<file path="src/rtl/sram_arbiter.sv">
// sram_arbiter: round-robin arbiter sharing one async SRAM between two masters
module sram_arbiter #(
    parameter int ACCESS_CYCLES = 2,
    parameter int ADDR_W        = 20
) (
    input  logic              Clk,
    input  logic              Reset,
    input  logic              req0,
    input  logic              we0,
    input  logic [ADDR_W-1:0] addr0,
    input  logic [15:0]       wdata0,
    output logic [15:0]       rdata0,
    output logic              ack0,
    input  logic              req1,
    input  logic              we1,
    input  logic [ADDR_W-1:0] addr1,
    input  logic [15:0]       wdata1,
    output logic [15:0]       rdata1,
    output logic              ack1,
    output logic              CE,
    output logic              UB,
    output logic              LB,
    output logic              OE,
    output logic              WE,
    output logic [ADDR_W-1:0] ADDR,
    input  logic [15:0]       Data_Mem_In,
    output logic [15:0]       Data_Mem_Out,
    output logic              data_oe
);
    typedef enum logic [1:0] {IDLE, ACCESS, DONE} state_t;
    state_t            state, state_nx;
    logic [3:0]        cnt;
    logic              last_grant, gnt, gnt_nx, lat_we, last_cyc, acc, done;
    logic [ADDR_W-1:0] lat_addr;
    logic [15:0]       lat_wdata;
    assign last_cyc = cnt == 4'(ACCESS_CYCLES - 1);
    // next state, grant choice and strobes; strobes come straight from state so reset drops them at once
    always_comb begin
        state_nx     = state;
        gnt_nx       = (req0 && req1) ? ~last_grant : req1;
        acc          = state == ACCESS;
        done         = state == DONE;
        CE           = ~acc;
        UB           = ~acc;
        LB           = ~acc;
        OE           = ~(acc && !lat_we);
        WE           = ~(acc && lat_we);
        data_oe      = (acc || done) && lat_we;
        ADDR         = lat_addr;
        Data_Mem_Out = lat_wdata;
        ack0         = done && !gnt;
        ack1         = done && gnt;
        if (state == IDLE && (req0 || req1)) state_nx = ACCESS;
        if (acc && last_cyc) state_nx = DONE;
        if (done) state_nx = IDLE;
    end
    // state register, request latch and access-window counter
    always_ff @(posedge Clk or negedge Reset) begin
        if (!Reset) begin
            state      <= IDLE;
            cnt        <= '0;
            last_grant <= 1'b1;
            gnt        <= 1'b0;
            lat_we     <= 1'b0;
            lat_addr   <= '0;
            lat_wdata  <= '0;
        end else begin
            state <= state_nx;
            if (state == IDLE && (req0 || req1)) begin
                gnt        <= gnt_nx;
                last_grant <= gnt_nx;
                lat_we     <= gnt_nx ? we1 : we0;
                lat_addr   <= gnt_nx ? addr1 : addr0;
                lat_wdata  <= gnt_nx ? wdata1 : wdata0;
                cnt        <= '0;
            end else if (state == ACCESS) begin
                cnt <= cnt + 4'd1;
            end
        end
    end
    // capture read data for the granted port on the last strobe cycle
    always_ff @(posedge Clk or negedge Reset) begin
        if (!Reset) begin
            rdata0 <= '0;
            rdata1 <= '0;
        end else if (state == ACCESS && last_cyc && !lat_we) begin
            if (gnt) rdata1 <= Data_Mem_In;
            else     rdata0 <= Data_Mem_In;
        end
    end
endmodule

</file>
<file path="config.mk">
export PLATFORM = sky130hd
export DESIGN_NAME = sram_arbiter
export DESIGN_NICKNAME = d
export VERILOG_FILES = /design/src/rtl/sram_arbiter.sv
export SDC_FILE = /design/constraint.sdc
export NUM_CORES = 1
export LEC_CHECK = 0
export CAP_MARGIN = 40
export CORE_ASPECT_RATIO = 1.1
export CORE_MARGIN = 2
export CORE_UTILIZATION = 34
export DETAILED_ROUTE_END_ITERATION = 12
export PLACE_DENSITY = 0.7
export SYNTH_ARGS = -nofsm -noshare
export SYNTH_HDL_FRONTEND = slang
export SYNTH_SLANG_ARGS = --single-unit
</file>
<file path="constraint.sdc">
create_clock -name Clk -period 3.55 [get_ports Clk]
set_clock_uncertainty 0.05 [all_clocks]
set_input_delay 0.71 -clock Clk [delete_from_list [all_inputs] [get_ports Clk]]
set_output_delay 0.71 -clock Clk [all_outputs]
set_load 0.05 [all_outputs]
</file>
==> key figures, run 1 <==
Outcome
  – Status: finished clean

Synth
  – Synth Instances: 317
  – Synth Warn #: 0
  – Cell area after synthesis: about 0.0034 mm^2
  – Post-Syn Area per Cell: between 10 and 15 um^2
  – Ys async rst share: 100%
  – Post-synth EDFFs: 0
  – Netlist cell types: 33
  – Syn nets: approximately 420
  – Synth Flop Type: dfrtp_1
  – Seq/Total Area, Yosys: 57.0%
  – #FFs+latches synth: 77

Floorplan
  – Row cnt: 38
  – Core area: 0.00979 mm^2
  – Overall die width: 99.1 um
  – Initial core utilization: 34.5%
  – Die Ht: 109 um
  – IO Pins: 170
  – Die footprint: between 0.01 and 0.015 mm^2

Detailed routing
  – Initial drt markers: 100
  – DRT Pass-1 Iters: 4
  – Vias per Instance: 4.86
  – Final ANT Viol Nets: 0
  – Residual DRC count: 0
  – Routed wire length: 9280 um
  – Routed wire length per instance: 15.3 um
  – Vias: 2940

Worst setup path
  – RR Startpoint: state[1]
  – Crit path max fanout: 9
  – Flop2flop setup slack: between 1 and 1.5 ns
  – CP Launch Type: register
  – Setup crit start: state[1]
  – Setup crit end kind: output port
  – Data required time of the worst path: roughly 2.8 ns
  – Setup crit end: LB
  – Worst r2r path cells: 6
  – Crit path kind: register to output port
  – Worst R2R End: rdata0[6]
  – Data arrival, critical path: 2.06 ns

GRT
  – First-pass GRT wire length: 15100 um
  – GRT overflow: 0
  – Vias in the first global route: ~3100
  – GRT Overall Usage: 17.7%
  – Pin count of the biggest net entering global routing: between 40 and 50
  – Initial antenna violation count: 0

Cells and area
  – Final Net Count: 579
  – Area growth syn-to-layout: 62.0%
  – Share of cells above drive strength 1: 12.6%
  – Filler cell count: 850
  – Post-layout util: 55.9%
  – Post-route cell area: 0.00548 mm^2
  – Antenna cells: 0

Clock network
  – CTS tree: built
  – Cts bufs inserted: 9
  – Root buffer cell: clkbuf_8
  – Clock latency on the worst-skew pair: approximately 0.34 ns
  – H-tree depth: 3
  – Cts hold-fix bufs: 0
  – CTS clk-pin slew, worst paths: around 0.08 ns
  – Clock Tree Buf Depth: 2
  – Post-CTS Setup Inserts: 0
  – Clock Sink Count: 77
  – Post_cts resized: 0

Worst hold path
  – Worst hold path type: primary input to asynchronous set/reset pin

Timing
  – Final Setup Violations: 0
  – Max-slew violations: 0
  – Worst-Margin Slew: around 0.78 ns
  – Hold WS: 0.311 ns
  – Setup_tns: 0 ns
  – Period utilization: 79.3%
  – Rel. slew slack: 48.3%
  – Setup ws final: 0.734 ns
  – Fmax achieved: about 360 MHz
  – Final Hold Fails: 0
  – RSZ-0062 raised after global routing: no
  – Fin crit period: about 2.8 ns

Placed design
  – Post-DP HPWL: 6770 um
  – Dpl ws: 0.986 ns
  – I/O Buffers: approximately 170
  – Dpl cell area: 0.00519 mm^2
  – Final Wtd Congestion: 0.734

Power
  – Power per cell area: roughly 1100 mW/mm^2
  – VDD IR max: 0.541 mV
  – Leak: 2.37 nW

Run
  – Max cap viols: 0
sequential cells by signal (all words and copies together) (netlist names):
name,cells
lat_we,1
last_grant,1
state,2
cnt,4
rdata1,16
rdata0,16
ADDR,20
gnt,1
Data_Mem_Out,16
critical path, stage by stage, from the launching register on:
cell             delay [ns]
dfrtp_1                0.37
inv_1                  0.07
ha_1                   0.29
inv_1                  0.16
clkdlybuf4s50_1        0.82
cells in the mapped netlist, types with 2 or more instances:
cell / number / area share, %
ha_1: 5 / 1.9
and2_1: 3 / 0.56
mux2_2: 22 / 7.3
nand2_1: 39 / 4.3
buf_6: 2 / 0.67
nor2_1: 41 / 4.6
clkbuf_1: 13 / 1.4
buf_4: 3 / 0.67
buf_2: 2 / 0.30
xor2_1: 2 / 0.52
inv_1: 4 / 0.44
dfrtp_1: 76 / 56
a21oi_1: 75 / 11
mux2_4: 10 / 4.4
buf_1: 2 / 0.22
layout by cell type, fill, tap and decap left out:
| cell | instances |
|---|---|
| a21bo_2 | 1 |
| a21boi_4 | 1 |
| a21oi_1 | 75 |
| a221oi_1 | 1 |
| a22o_1 | 1 |
| a22oi_1 | 1 |
| a31oi_1 | 1 |
| and2_1 | 3 |
| and4b_2 | 1 |
| buf_12 | 1 |
| buf_16 | 1 |
| buf_4 | 5 |
| bufinv_16 | 5 |
| clkbuf_1 | 1 |
| clkbuf_8 | 9 |
| clkdlybuf4s50_1 | 168 |
| clkinv_4 | 1 |
| dfrtp_1 | 76 |
| dfstp_2 | 1 |
| ha_1 | 5 |
| inv_1 | 4 |
| mux2_2 | 22 |
| mux2_4 | 10 |
| mux2i_1 | 1 |
| nand2_1 | 39 |
| nand2b_2 | 1 |
| nand4_1 | 1 |
| nor2_1 | 41 |
| nor2b_1 | 1 |
| nor3b_2 | 1 |
| o21a_1 | 1 |
| o21ai_4 | 1 |
| or3b_1 | 1 |
| xnor2_1 | 1 |
| xor2_1 | 2 |
layer usage:
metal / vias up / global-route usage, % / part of all wire, % / wire (um)
met1: 1414 / 21.9 / 43 / 3960
met4: 0 / 5.38 / 1.0 / 95
met5: - / 0 / 0 / 0
met2: 130 / 29.7 / 48 / 4460
met3: 7 / 5.43 / 8.2 / 761
li1: 1389 / - / - / -
final cells by class:
type | count | area, um^2 | share of cell area (%)
Tap cell | 120 | 150 | 2.74
Clock inverter | 6 | 159 | 2.90
Multi-Input combinational cell | 213 | 1330 | 24.3
Clock buffer | 10 | 128 | 2.33
Sequential cell | 77 | 1930 | 35.2
Inverter | 4 | 15.0 | 0.274
Timing Repair Buffer | 175 | 1770 | 32.3
worst min-delay path by stage:
stage,startpoint,end,slack (ns),cells past startpoint
after floorplan,Reset,ADDR[0],0.36,0
after global placement,rdata0[1],rdata0[1],0.44,1
after detailed placement,rdata1[14],rdata1[14],0.45,1
after CTS,Reset,rdata1[0],0.31,1
after global routing,Reset,rdata1[0],0.34,1
final,Reset,rdata1[0],0.31,1
metrics by stage:
stage / cells / total power [mW]
3_5_place_dp: 589 / 5.15
3_3_place_gp: 587 / 5.06
4_1_cts: 605 / 6.10
6_report: 605 / 6.04
2_1_floorplan: 317 / 3.91
5_1_grt: 605 / 6.36
power breakdown:
group	switching [mW]	internal, mW	total, mW	leakage, nW
registers	0.254	1.31	1.56	0.905
logic	2.27	1.27	3.54	1.33
clock network	0.323	0.611	0.934	0.141
logic make-up after synthesis:
kind of cell / count (synthesis) / synth area share, %
buf+inv: 27 / 4.33
simple gates: 89 / 11.0
compound gates: 83 / 12.9
mux: 33 / 12.1
fa+ha+maj: 5 / 1.85
flops: 77 / 57.0
xor+xnor: 3 / 0.777
No activity file was read; power rests on OpenSTA's default activity.
==> inputs of run 2 (changes only) <==
--- a/config.mk
+++ b/config.mk
@@ -10,7 +10,7 @@
 export CORE_MARGIN = 2
 export CORE_UTILIZATION = 34
 export DETAILED_ROUTE_END_ITERATION = 12
-export PLACE_DENSITY = 0.7
+export PLACE_DENSITY = 0.73
 export SYNTH_ARGS = -nofsm -noshare
 export SYNTH_HDL_FRONTEND = slang
 export SYNTH_SLANG_ARGS = --single-unit
==> constraint.sdc (replaced) <==
create_clock -name Clk -period 2.3 [get_ports Clk]
set_clock_uncertainty 0.05 [all_clocks]
set_input_delay 0.46 -clock Clk [delete_from_list [all_inputs] [get_ports Clk]]
set_output_delay 0.46 -clock Clk [all_outputs]
set_load 0.05 [all_outputs]
==> key figures, run 2 (synthesis results as in run 1) <==
Outcome
  – Status: finished clean (unchanged)

Clock network
  – CTS clk-pin slew, worst paths: 0.08 ns (about the same)
  – Cts hold-fix bufs: 0 (unchanged)
  – Clock latency on the worst-skew pair: 0.34 ns (about the same)
  – Clock Sink Count: 77 (unchanged)
  – Cts bufs inserted: 9 (unchanged)
  – CTS tree: built (unchanged)
  – Post_cts resized: 0 (unchanged)
  – H-tree depth: 3 (unchanged)
  – Root buffer cell: clkbuf_8 (unchanged)
  – Clock Tree Buf Depth: 2 (unchanged)
  – Post-CTS Setup Inserts: 0 (unchanged)

GRT
  – GRT Overall Usage: 17.6% (was 17.7%)
  – Global route hottest layer: met2 (unchanged)
  – M3 GR Usage: 5.75% (was 5.43%)
  – First-pass GRT wire length: 15000 um (was 15100 um)
  – Pin count of the biggest net entering global routing: 41 (was 45)
  – Initial antenna violation count: 0 (unchanged)
  – Vias in the first global route: 3168 (was 3090)
  – GRT overflow: 0 (unchanged)
  – GR met1 Demand/Resource: 21.5% (was 21.9%)
  – Met2 GRT Util: 29.0% (was 29.7%)

Run
  – Max cap viols: 0 (unchanged)

Placed design
  – Post-DP HPWL: 6660 um (was 6770 um)
  – Dpl ws: 0.289 ns (was 0.986 ns)
  – I/O Buffers: 169 (unchanged)
  – Final Wtd Congestion: 0.737 (was 0.734)

Detailed routing
  – Vias: 2951 (was 2940)
  – Final ANT Viol Nets: 0 (unchanged)
  – DRT Pass-1 Iters: 4 (unchanged)
  – Residual DRC count: 0 (unchanged)
  – Routed wire length: 9230 um (was 9280 um)
  – Routed wire length per instance: 15.2 um (was 15.3 um)
  – Vias per Instance: 4.87 (was 4.86)
  – Initial drt markers: 105 (was 100)

Floorplan
  – IO Pins: 170 (unchanged)
  – Die Ht: 109 um (unchanged)
  – Row cnt: 38 (unchanged)
  – Die footprint: 0.0108 mm^2 (unchanged)
  – Core area: 0.00979 mm^2 (unchanged)
  – Initial core utilization: 34.5% (unchanged)
  – Overall die width: 99.1 um (unchanged)

Worst setup path
  – Most common cell on crit path: inv_1 (unchanged)
  – Flop2flop setup slack: 0.29 ns (was 1.42 ns)
  – Worst R2R End: rdata1[9] (was rdata0[6])
  – Cell Chain, Critical Path: inv_1 > ha_1 > buf_4 > inv_1 > buf_12 (was inv_1 > ha_1 > inv_1 > clkdlybuf4s50_1)
  – Setup crit end kind: output port (unchanged)
  – Crit path kind: register to output port (unchanged)
  – Max stage delay cell, worst path: dfrtp_1 (was clkdlybuf4s50_1)
  – RR Startpoint: cnt[1] (was state[1])
  – Data required time of the worst path: 1.79 ns (was 2.79 ns)
  – Data arrival, critical path: 1.60 ns (was 2.06 ns)
  – Worst r2r path cells: 5 (was 6)
  – Crit path max fanout: 6 (was 9)
  – Critical Path Max Stage Delay: 0.37 ns (was 0.82 ns)
  – CP Launch Type: register (unchanged)

Timing
  – Period utilization: 91.9%
  – Setup ws final: 0.185 ns (was 0.734 ns)
  – Fin crit period: 2.11 ns
  – Worst-Margin Slew: 0.545 ns (was 0.775 ns)
  – Rel. slew slack: 63.6% (was 48.3%)
  – Final Setup Violations: 0 (unchanged)
  – RSZ-0062 raised after global routing: no (unchanged)
  – Max-slew violations: 0 (unchanged)
  – Fmax achieved: 473 MHz
  – Final Hold Fails: 0 (unchanged)
  – Setup_tns: 0 ns (unchanged)

Cells and area
  – Max reg flops: 20 (unchanged)
  – Share of cells above drive strength 1: 14.2% (was 12.6%)
  – Filler cell count: 853 (was 850)
  – Multi-input logic area: 0.00133 mm^2 (unchanged)
  – Antenna cells: 0 (unchanged)
  – Register area: 0.00193 mm^2 (unchanged)
  – Post-layout util: 55.6% (was 55.9%)
  – Area growth syn-to-layout: 61.2% (was 62.0%)
  – Final Net Count: 580 (was 579)
  – Commonest non-fill, non-tap cells in the layout: clkdlybuf4s50_1, dfrtp_1, a21oi_1, nor2_1, nand2_1 (unchanged)
  – Commonest non-fill, non-tap cell in the layout: clkdlybuf4s50_1 (unchanged)

Power
  – Leak: 2.38 nW (was 2.37 nW)
  – Power per cell area: 1660 mW/mm^2 (was 1100 mW/mm^2)
  – VDD IR max: 0.641 mV (was 0.541 mV)

Worst hold path
  – Worst hold path type: primary input to asynchronous set/reset pin (unchanged)
-- run 2: cell count changes in the layout (fill, tap and decap cells not counted) --
cell / delta
bufinv_16: -3
buf_12: +7
clkinv_4: -1
clkdlybuf4s50_1: -8
clkinv_2: +3
clkbuf_1: +1
buf_16: -1
buf_4: +3
-- run 2: how the worst max path moves through the flow --
stage / start / endpoint / depth (start not counted)
finish: state[1] / LB / 5
detailed placement: cnt[1] / rdata1[15] / 5
global placement: cnt[1] / rdata1[0] / 5
floorplan: state[1] / rdata0[10] / 8
global route: state[1] / LB / 5
CTS: state[1] / LB / 5
-- run 2: report_power, final --
part / internal (mW) / total [mW] / switching (mW)
clock network: 0.607 / 1.09 / 0.486
logic: 2.05 / 5.57 / 3.52
registers: 2.02 / 2.41 / 0.386
total: 4.68 / 9.07 / 4.39
-- run 2: per-layer routing --
| metal | vias up | wire (um) |
|---|---|---|
| met3 | 12 | 828 |
| met2 | 125 | 4380 |
| met4 | 0 | 136 |
| met5 | - | 0 |
| li1 | 1394 | - |
| met1 | 1420 | 3890 |
-- run 2: worst max-delay path: cells and delay by family (launching register included) --
kind,cells,cell delay (ns)
buffers and inverters,4,0.67
adder cells (fa/ha/maj),1,0.23
flip-flops,1,0.37
-- run 2: final cells by class --
| class | instances | share of cell area [%] |
|---|---|---|
| clock buffers | 11 | 2.41 |
| clock inverters | 5 | 1.38 |
| inverters | 4 | 0.275 |
| multi-input cells | 213 | 24.4 |
| flip-flops and latches | 77 | 35.4 |
| well taps | 120 | 2.75 |
| repair buffers | 176 | 33.4 |
-- run 2: stage by stage --
| step | cell area [um^2] | hold slack [ns] | power [mW] | std cells |
|---|---|---|---|---|
| floorplan | 3380 | 0.114 | 6.04 | 317 |
| global placement | 5240 | 0.412 | 7.94 | 590 |
| detailed placement | 5240 | 0.421 | 8.07 | 590 |
| CTS | 5450 | 0.0484 | 9.18 | 606 |
| global route | 5450 | 0.0673 | 9.56 | 606 |
| finish | 5450 | 0.0393 | 9.07 | 606 |
==> inputs of run 3 (changes only) <==
--- a/config.mk
+++ b/config.mk
@@ -6,11 +6,13 @@
 export NUM_CORES = 1
 export LEC_CHECK = 0
 export CAP_MARGIN = 40
-export CORE_ASPECT_RATIO = 1.1
+export CELL_PAD_IN_SITES_DETAIL_PLACEMENT = 1
+export CELL_PAD_IN_SITES_GLOBAL_PLACEMENT = 1
+export CORE_ASPECT_RATIO = 1.5
 export CORE_MARGIN = 2
-export CORE_UTILIZATION = 34
+export CORE_UTILIZATION = 27
 export DETAILED_ROUTE_END_ITERATION = 12
-export PLACE_DENSITY = 0.73
+export PLACE_DENSITY = 0.77
 export SYNTH_ARGS = -nofsm -noshare
 export SYNTH_HDL_FRONTEND = slang
 export SYNTH_SLANG_ARGS = --single-unit
==> key figures, run 3 (synthesis results as in run 1) <==
Placed design
  – Post-DP HPWL: 8080 um (was 6660 um)
  – Placed cell count: 629 (was 590)
  – I/O Buffers: 169 (unchanged)
  – Dpl ws: 0.298 ns (was 0.289 ns)
  – Final Wtd Congestion: 0.780 (was 0.737)

Worst hold path
  – Worst hold path type: primary input to asynchronous set/reset pin (unchanged)

Timing
  – Final Setup Violations: 0 (unchanged)
  – Rel. slew slack: 62.4% (was 63.6%)
  – Worst-Margin Slew: 0.562 ns (was 0.545 ns)
  – Max-slew violations: 0 (unchanged)
  – RSZ-0062 raised after global routing: no (unchanged)
  – Setup ws final: 0.175 ns (was 0.185 ns)
  – Period utilization: 92.4% (was 91.9%)
  – Fmax achieved: 471 MHz (was 473 MHz)
  – Fin crit period: 2.13 ns (was 2.11 ns)
  – Hold WS: 0.0676 ns (was 0.0393 ns)
  – Final Hold Fails: 0 (unchanged)
  – Setup_tns: 0 ns (unchanged)

Floorplan
  – Core area: 0.0123 mm^2 (was 0.00979 mm^2)
  – IO Pins: 170 (unchanged)
  – Row cnt: 50 (was 38)
  – Die Ht: 141 um (was 109 um)
  – Initial core utilization: 27.4% (was 34.5%)
  – Overall die width: 95.4 um (was 99.1 um)
  – Die footprint: 0.0135 mm^2 (was 0.0108 mm^2)

Cells and area
  – Commonest non-fill, non-tap cells in the layout: clkdlybuf4s50_1, dfrtp_1, a21oi_1, nor2_1, nand2_1 (unchanged)
  – Share of cells above drive strength 1: 15.1% (was 14.2%)
  – Post-layout util: 45.4% (was 55.6%)
  – Final Net Count: 583 (was 580)
  – Antenna cells: 0 (unchanged)
  – Filler cell count: 1374 (was 853)
  – Register area: 0.00193 mm^2 (unchanged)
  – Post-Layout Cell Count: 645 (was 606)
  – Multi-input logic area: 0.00133 mm^2 (unchanged)
  – Commonest non-fill, non-tap cell in the layout: clkdlybuf4s50_1 (unchanged)
  – Area growth syn-to-layout: 65.3% (was 61.2%)
  – Max reg flops: 20 (unchanged)

GRT
  – GRT overflow: 0 (unchanged)
  – Initial antenna violation count: 0 (unchanged)
  – Vias in the first global route: 3476 (was 3168)
  – GRT Overall Usage: 16.1% (was 17.6%)
  – Pin count of the biggest net entering global routing: 43 (was 41)
  – First-pass GRT wire length: 16900 um (was 15000 um)

Power
  – Leak: 2.42 nW (was 2.38 nW)
  – Gate power share: 59.6% (was 61.4%)
  – Flop pwr share: 25.7% (was 26.5%)
  – Int Power: 4.85 mW (was 4.68 mW)
  – Switching Share: 48.8% (was 48.4%)
  – Psw: 4.62 mW (was 4.39 mW)
  – Power per cell area: 1690 mW/mm^2 (was 1660 mW/mm^2)
  – Clock share of power: 14.7% (was 12.0%)
  – VDD IR max: 0.560 mV (was 0.641 mV)

Detailed routing
  – Residual DRC count: 0 (unchanged)
  – Vias: 3019 (was 2951)
  – Vias per Instance: 4.68 (was 4.87)
  – Initial drt markers: 51 (was 105)
  – DRT Pass-1 Iters: 4 (unchanged)
  – Routed wire length: 10500 um (was 9230 um)
  – Final ANT Viol Nets: 0 (unchanged)
  – Routed wire length per instance: 16.2 um (was 15.2 um)

Run
  – Max cap viols: 0 (unchanged)

Worst setup path
  – Data arrival, critical path: 1.62 ns (was 1.60 ns)
  – CP Launch Type: register (unchanged)
  – Setup crit end kind: output port (unchanged)
  – Data required time of the worst path: 1.79 ns (about the same)
  – Most common cell on crit path: inv_1 (unchanged)
  – Cell Chain, Critical Path: inv_1 > ha_1 > buf_4 > inv_1 > buf_12 (unchanged)
  – CP Buf/Inv Count: 4 (unchanged)
  – Critical Path Max Stage Delay: 0.38 ns (was 0.37 ns)
  – Crit path kind: register to output port (unchanged)
  – Top Family by Delay on Critical Path: buffers and inverters (unchanged)
  – Crit path max fanout: 7 (was 6)
  – Max stage delay cell, worst path: dfrtp_1 (unchanged)

Clock network
  – CTS clk-pin slew, worst paths: 0.07 ns (was 0.08 ns)
  – Clock Tree Buf Depth: 2 (unchanged)
  – H-tree depth: 3 (unchanged)
  – Root buffer cell: clkbuf_16 (was clkbuf_8)
  – Post-CTS Setup Inserts: 0 (unchanged)
  – Post_cts resized: 0 (unchanged)
  – CTS tree: built (unchanged)
  – Clock latency on the worst-skew pair: 0.33 ns (was 0.34 ns)
  – Cts bufs inserted: 9 (unchanged)
  – Cts hold-fix bufs: 0 (unchanged)
  – Clock Sink Count: 77 (unchanged)

Outcome
  – Status: finished clean (unchanged)
## run 3: cell types whose count changed in the layout (fill, tap and decap cells not counted), moves of 3 or more
cell,previous run,this run
buf_4,8,12
clkbuf_16,0,9
clkbuf_8,9,0
clkinv_2,3,0
inv_6,0,3
## run 3: final cells by class
| type | count | share of cell area (%) |
|---|---|---|
| multi-input cells | 213 | 23.8 |
| clock inverters | 7 | 1.16 |
| repair buffers | 179 | 32.8 |
| well taps | 156 | 3.49 |
| clock buffers | 9 | 4.03 |
| inverters | 4 | 0.269 |
| flip-flops and latches | 77 | 34.5 |
## run 3: routing by layer
layer	global-route usage, %	part of all wire [%]
met3	4.97	7.8
met4	5.34	2.0
met2	29.2	53
met5	0	0
met1	17.5	37
## run 3: path summary, 6_finish.rpt
check	start	slack, ns	cells past startpoint	end
max	state[1]	0.17	5	LB
min	Reset	0.07	1	cnt[1]
max reg2reg	cnt[1]	0.33	5	rdata1[1]
min reg2reg	rdata1[6]	0.46	1	rdata1[6]
max in group asynchronous	Reset	1.55	2	ADDR[5]
min in group Clk	rdata1[6]	0.46	1	rdata1[6]
## run 3: metrics by stage
| step | cell area [um^2] | power [mW] |
|---|---|---|
| after global placement | 5300 | 8.00 |
| after CTS | 5590 | 9.60 |
| after floorplan | 3380 | 6.04 |
| after detailed placement | 5300 | 8.16 |
| final | 5590 | 9.47 |
| after global routing | 5590 | 10.0 |
## run 3: power groups by stage
stage	registers [mW]	clock network (mW)	logic (mW)
floorplan	4.43	0	1.60
global placement	2.42	0	5.58
detailed placement	2.46	0	5.70
CTS	2.44	1.43	5.72
global route	2.51	1.51	5.98
finish	2.43	1.39	5.65
